### config.mk
export PLATFORM = sky130hd
export DESIGN_NAME = fir_out_requant
export DESIGN_NICKNAME = d
export VERILOG_FILES = /design/src/rtl/fir_out_requant.sv
export SDC_FILE = /design/constraint.sdc
export NUM_CORES = 1
export LEC_CHECK = 0
export CORE_MARGIN = 3
export CORE_UTILIZATION = 29
export DETAILED_ROUTE_END_ITERATION = 10
export PLACE_DENSITY_LB_ADDON = 0.12
export RECOVER_POWER = 50
export SLEW_MARGIN = 10
export SYNTH_ARGS = -nofsm -noshare
export SYNTH_HDL_FRONTEND = slang
export SYNTH_SLANG_ARGS = --single-unit
### constraint.sdc
create_clock -name clk -period 4.8 [get_ports clk]
set_input_delay 0.48 -clock clk [delete_from_list [all_inputs] [get_ports clk]]
set_output_delay 0.48 -clock clk [all_outputs]
set_load 0.005 [all_outputs]
### src/rtl/fir_out_requant.sv
// fir_out_requant: decimate, round/shift/saturate FIR samples, and buffer them in a valid/ready FIFO with diagnostics.
module fir_out_requant #(
  parameter int IN_W       = 32,
  parameter int OUT_W      = 16,
  parameter int SHIFT      = 15,
  parameter int FIFO_DEPTH = 4
) (
  input  logic                          clk,
  input  logic                          rst,
  input  logic                          in_valid,
  input  logic [IN_W-1:0]               in_data,
  input  logic [7:0]                    decim_ratio,
  output logic                          out_valid,
  input  logic                          out_ready,
  output logic [OUT_W-1:0]              out_data,
  output logic                          out_sat,
  output logic [15:0]                   sat_count,
  output logic [15:0]                   drop_count,
  output logic [$clog2(FIFO_DEPTH):0]   fifo_level
);
  localparam int AW = $clog2(FIFO_DEPTH);
  localparam int QW = IN_W - SHIFT + 1;
  localparam logic signed [QW-1:0] QMAX = QW'((2 ** (OUT_W - 1)) - 1);
  localparam logic signed [QW-1:0] QMIN = ~QMAX;
  localparam logic signed [IN_W:0] HALF = (IN_W + 1)'(1) << (SHIFT - 1);
  logic [7:0] ratio, phase_q, phase_d, r_q, r_d;
  logic keep, wrap;
  logic signed [IN_W:0] t;
  logic signed [QW-1:0] q;
  logic [OUT_W-1:0] res, st_data_q, st_data_d;
  logic res_sat, st_v_q, st_v_d, st_sat_q, st_sat_d;
  logic [AW-1:0] wr_q, wr_d, rd_q, rd_d;
  logic [AW:0] level_q, level_d;
  logic [15:0] sat_q, sat_d, drop_q, drop_d;
  logic [OUT_W:0] mem_q [FIFO_DEPTH];
  logic full, pop, push;
  always_comb begin
    ratio     = (decim_ratio == 8'd0) ? 8'd1 : decim_ratio;
    keep      = in_valid && phase_q == 8'd0;
    wrap      = in_valid && phase_q == r_q - 8'd1;
    phase_d   = wrap ? 8'd0 : in_valid ? phase_q + 8'd1 : phase_q;
    r_d       = wrap ? ratio : r_q;
    // extra MSB keeps the rounding add from wrapping near +full-scale
    t         = $signed({in_data[IN_W-1], in_data}) + HALF;
    q         = t[IN_W:SHIFT];
    res_sat   = (q > QMAX) || (q < QMIN);
    res       = (q > QMAX) ? {1'b0, {(OUT_W-1){1'b1}}} :
                (q < QMIN) ? {1'b1, {(OUT_W-1){1'b0}}} : q[OUT_W-1:0];
    st_v_d    = keep;
    st_data_d = keep ? res : st_data_q;
    st_sat_d  = keep ? res_sat : st_sat_q;
    full      = level_q == (AW + 1)'(FIFO_DEPTH);
    out_valid = level_q != '0;
    pop       = out_valid && out_ready;
    push      = st_v_q && (!full || pop);
    wr_d      = push ? wr_q + 1'b1 : wr_q;
    rd_d      = pop ? rd_q + 1'b1 : rd_q;
    level_d   = level_q + (AW + 1)'(push) - (AW + 1)'(pop);
    sat_d     = (push && st_sat_q && sat_q != 16'hFFFF) ? sat_q + 16'd1 : sat_q;
    drop_d    = (st_v_q && !push && drop_q != 16'hFFFF) ? drop_q + 16'd1 : drop_q;
    out_data  = out_valid ? mem_q[rd_q][OUT_W-1:0] : '0;
    out_sat   = out_valid && mem_q[rd_q][OUT_W];
  end
  always_ff @(posedge clk) begin
    if (rst) begin
      phase_q   <= 8'd0;
      r_q       <= ratio;
      st_v_q    <= 1'b0;
      st_data_q <= '0;
      st_sat_q  <= 1'b0;
      wr_q      <= '0;
      rd_q      <= '0;
      level_q   <= '0;
      sat_q     <= 16'd0;
      drop_q    <= 16'd0;
    end else begin
      phase_q   <= phase_d;
      r_q       <= r_d;
      st_v_q    <= st_v_d;
      st_data_q <= st_data_d;
      st_sat_q  <= st_sat_d;
      wr_q      <= wr_d;
      rd_q      <= rd_d;
      level_q   <= level_d;
      sat_q     <= sat_d;
      drop_q    <= drop_d;
    end
  end
  always_ff @(posedge clk) begin
    if (push) mem_q[wr_q] <= {st_sat_q, st_data_q};
  end
  assign sat_count  = sat_q;
  assign drop_count = drop_q;
  assign fifo_level = level_q;
endmodule
==> impl_metrics.tcl <==
set metrics [dict create \
    cts.reportedPaths.clkPinSlew_ps 60 \
    coreArea_um2 22100 \
    syn-mean-instance-area_um2 11.7 \
    drt.antenna.violating_nets 0 \
    peakVddDrop_v 0.000269 \
    grt_max_degree 30 \
    clock.fmax_mhz 342 \
    tightest_slew_ps 1090 \
    yosys-top-cells-area "edfxtp_1 (35%), dfxtp_1 (20%), mux4_2 (5.8%), xnor2_1 (4.0%), xor2_1 (3.2%)" \
    rows 54 \
    min_period_ps 2920 \
    gp_congestion 0.816 \
    min-delay-path-class "reg -> reg" \
    cts.repair.resized 0 \
    initial_core_util_pct 29.8 \
    max_cap_viol_count 0 \
    seqPwrFrac_pct 42.8 \
    synthFlopType "edfxtp_1" \
    numCtsBuffers 17 \
    ff2ff_setup_slack_ps 1890 \
    dr.first_iter.drc_count 203 \
    ys_ff_latch 143 \
    wl_per_cell_um 16.0 \
    antenna_found_initial 0 \
    grt_usage_pct 12.4 \
    clock_sinks 143 \
    critPathSlowestCell "nor4_1" \
    p_sw_share_pct 27.5 \
    outcome "complete, no violations" \
    crit_type "in -> reg" \
    setup_tns_ps 0 \
    grt_pass1_vias 4548 \
    numPortBuffers 82 \
    area_delta_synth_final_pct 24.2 \
    total_power_uw 3330 \
    drc_errors 0 \
    crit_family "simple AND/OR/NAND/NOR gates" \
    ios 97 \
    syn-instance-count 564 \
    worstSetupEndpointType "flop" \
    die_area_um2 24600 \
    critical_path_arrival_ps 3210 \
    via_per_inst 4.87 \
    cts_buffer_depth 2 \
    first_pass_iters 4 \
    fin_worst_skew_ps 16.5 \
    async_reset_ff_share_pct 0 \
    cellLeakagePower_uw 0.00282 \
    num_antenna_cells 0 \
    overflow 0 \
    p_clk_share_pct 39.1 \
    clock_latency_ps 420 \
    rsz0062_at_grt "false" \
    p_per_area_nw_per_um2 407 \
    netSwitchingPower_uw 917 \
    synth-warning-count 0 \
    maxSlewViolCount 0 \
    required_ps 5090 \
    fin_nets 690 \
    ctsHoldBuffers 0 \
    power.internal_uw 2410 \
    synth_largest_area_cell "edfxtp_1" \
    drt_wl_total_mm 14.8 \
    setup_viol_count_final 0 \
    cts_max_level 4 \
    post-cts-setup-buffers 0 \
    critPathBufInv 1 \
    finalHoldViolCount 0 \
    die_h_um 157 \
    postSynthNetCount 621 \
    power_frac_comb_pct 18.1 \
    drive_gt1_share_pct 9.13 \
    dieWidth_um 157 \
    synth.yosys.seq_area_share_pct 55.0 \
    cp_max_fo 15 \
    slowest_delay_ps 970 \
    dp_hpwl_mm 10.3 \
    setup.worst_path.start_class "input pin" \
    cp_cell_sequence "dlygate4sd3_1, or4b_1, nor4_1, nand4_1, xor2_1, nor2_1" \
    relSlewSlack_pct 27.0 \
    cts-root-buf "clkbuf_16" \
    grt_pass1_wl_mm 24.2 \
    synth_top_area_share_pct 34.6 \
    vias 4505 \
    synth_edf_count 76 \
    cts_tree "yes" \
    synth_area_um2 6590 \
    synth_cell_types 60 \
    post-route-period-util_pct 60.9 \
]
cell families (layout without fill, tap and decap cells):
family / count (synthesis) / count (layout) / synth area share (%)
multiplexers: 20 / 20 / 6.27
XOR/XNOR: 54 / 54 / 7.18
AO/OA/AOI/OAI: 82 / 82 / 8.13
adder cells (fa/ha/maj): 13 / 13 / 2.58
AND/OR/NAND/NOR: 203 / 203 / 17.8
buffers and inverters: 49 / 131 / 3.11
flip-flops: 143 / 143 / 55.0
path summary, 6_finish.rpt:
kind | endpoint | depth (start not counted) | start
worst min-delay path | wr_q[1]$_SDFFE_PP0P_ | 2 | wr_q[1]$_SDFFE_PP0P_
worst max register to register | r_q[6]$_SDFFCE_PN0P_ | 7 | r_q[0]$_SDFFCE_PN1P_
worst min register to register | wr_q[1]$_SDFFE_PP0P_ | 2 | wr_q[1]$_SDFFE_PP0P_
worst max-delay path | drop_count[8]$_SDFFE_PP0P_ | 6 | out_ready
power groups by stage:
stage	Combinational (uW)	Clock, uW	Sequential [uW]
2_1_floorplan	363	0	1420
3_3_place_gp	618	0	1450
3_5_place_dp	626	0	1450
4_1_cts	628	1340	1430
5_1_grt	672	1390	1440
6_report	602	1300	1430
through the flow:
step / worst slack, ps / area, um^2 / utilization [%] / hold WS (ps) / instances
floorplan: 2130 / 6590 / - / 455 / 564
global placement: 1520 / 7630 / 34.5 / 483 / 894
detailed placement: 1500 / 7630 / 34.5 / 501 / 894
CTS: 1820 / 8220 / 37.2 / 510 / 926
global route: 1490 / 8190 / 37.1 / 531 / 926
finish: 1880 / 8190 / 37.1 / 508 / 926
sequential cells by signal, summed over array words and instances (netlist names), named ones only:
| signal | cells |
|---|---|
| drop_count | 16 |
| fifo_level | 3 |
| mem_q | 68 |
| phase_q | 8 |
| r_q | 8 |
| rd_q | 2 |
| sat_count | 16 |
| st_data_q | 16 |
| st_sat_q | 1 |
| st_v_q | 1 |
| wr_q | 2 |
layer usage:
metal / GRT usage [%] / routed length (um) / part of all wire [%] / up-vias
met2: 20.0 / 7030 / 48 / 84
met3: 3.18 / 511 / 3.5 / 8
met4: 3.08 / 89 / 0.60 / 0
met5: 0 / 0 / 0 / -
li1: - / - / - / 2231
met1: 16.8 / 7160 / 48 / 2182
cells in the final DEF, fill, tap and decap left out, types with 11 or more instances in the layout:
master | Yosys | routed
xnor2_1 | 30 | 30
ha_1 | 12 | 12
xor2_1 | 24 | 24
nand4_1 | 17 | 17
o21ai_0 | 27 | 27
inv_8 | 0 | 11
nor2_1 | 42 | 42
edfxtp_1 | 76 | 76
dlygate4sd3_1 | 0 | 44
clkdlybuf4s50_1 | 0 | 37
mux4_2 | 17 | 17
a21oi_1 | 23 | 23
dfxtp_1 | 67 | 67
and4_1 | 12 | 12
inv_1 | 14 | 14
clkbuf_16 | 0 | 17
and2_1 | 20 | 19
nor3_1 | 26 | 26
nand3_1 | 18 | 18
nand2_1 | 23 | 23
cell usage after synthesis (all sizes together), types with 4 or more instances:
library cell   n
nand4         17
o21ai         29
buf            5
nor2          42
xor2          24
or4            4
and2          21
mux4          17
dfxtp         67
a31oi          5
inv           14
nand2         23
a211oi         5
nand3         18
edfxtp        76
clkbuf        30
nor3          26
or2            4
nor4           6
ha            12
a21oi         23
xnor2         30
and3           9
and4          12
layout make-up:
cell class	instances	area (um^2)
Clock buffer	17	425
Clock inverter	15	165
Fill cell	2120	13900
Inverter	14	52.6
Multi-Input combinational cell	372	2730
Sequential cell	143	3620
Tap cell	280	350
Timing Repair Buffer	85	838
worst register-to-register path: stages (launching register included):
cell	delay (ps)
edfxtp_1	470
inv_1	90
ha_1	160
or3b_1	400
or4_1	400
a211oi_1	260
o311a_1	430
or2_1	370
Note: power is estimated with default switching activity, not from simulation.
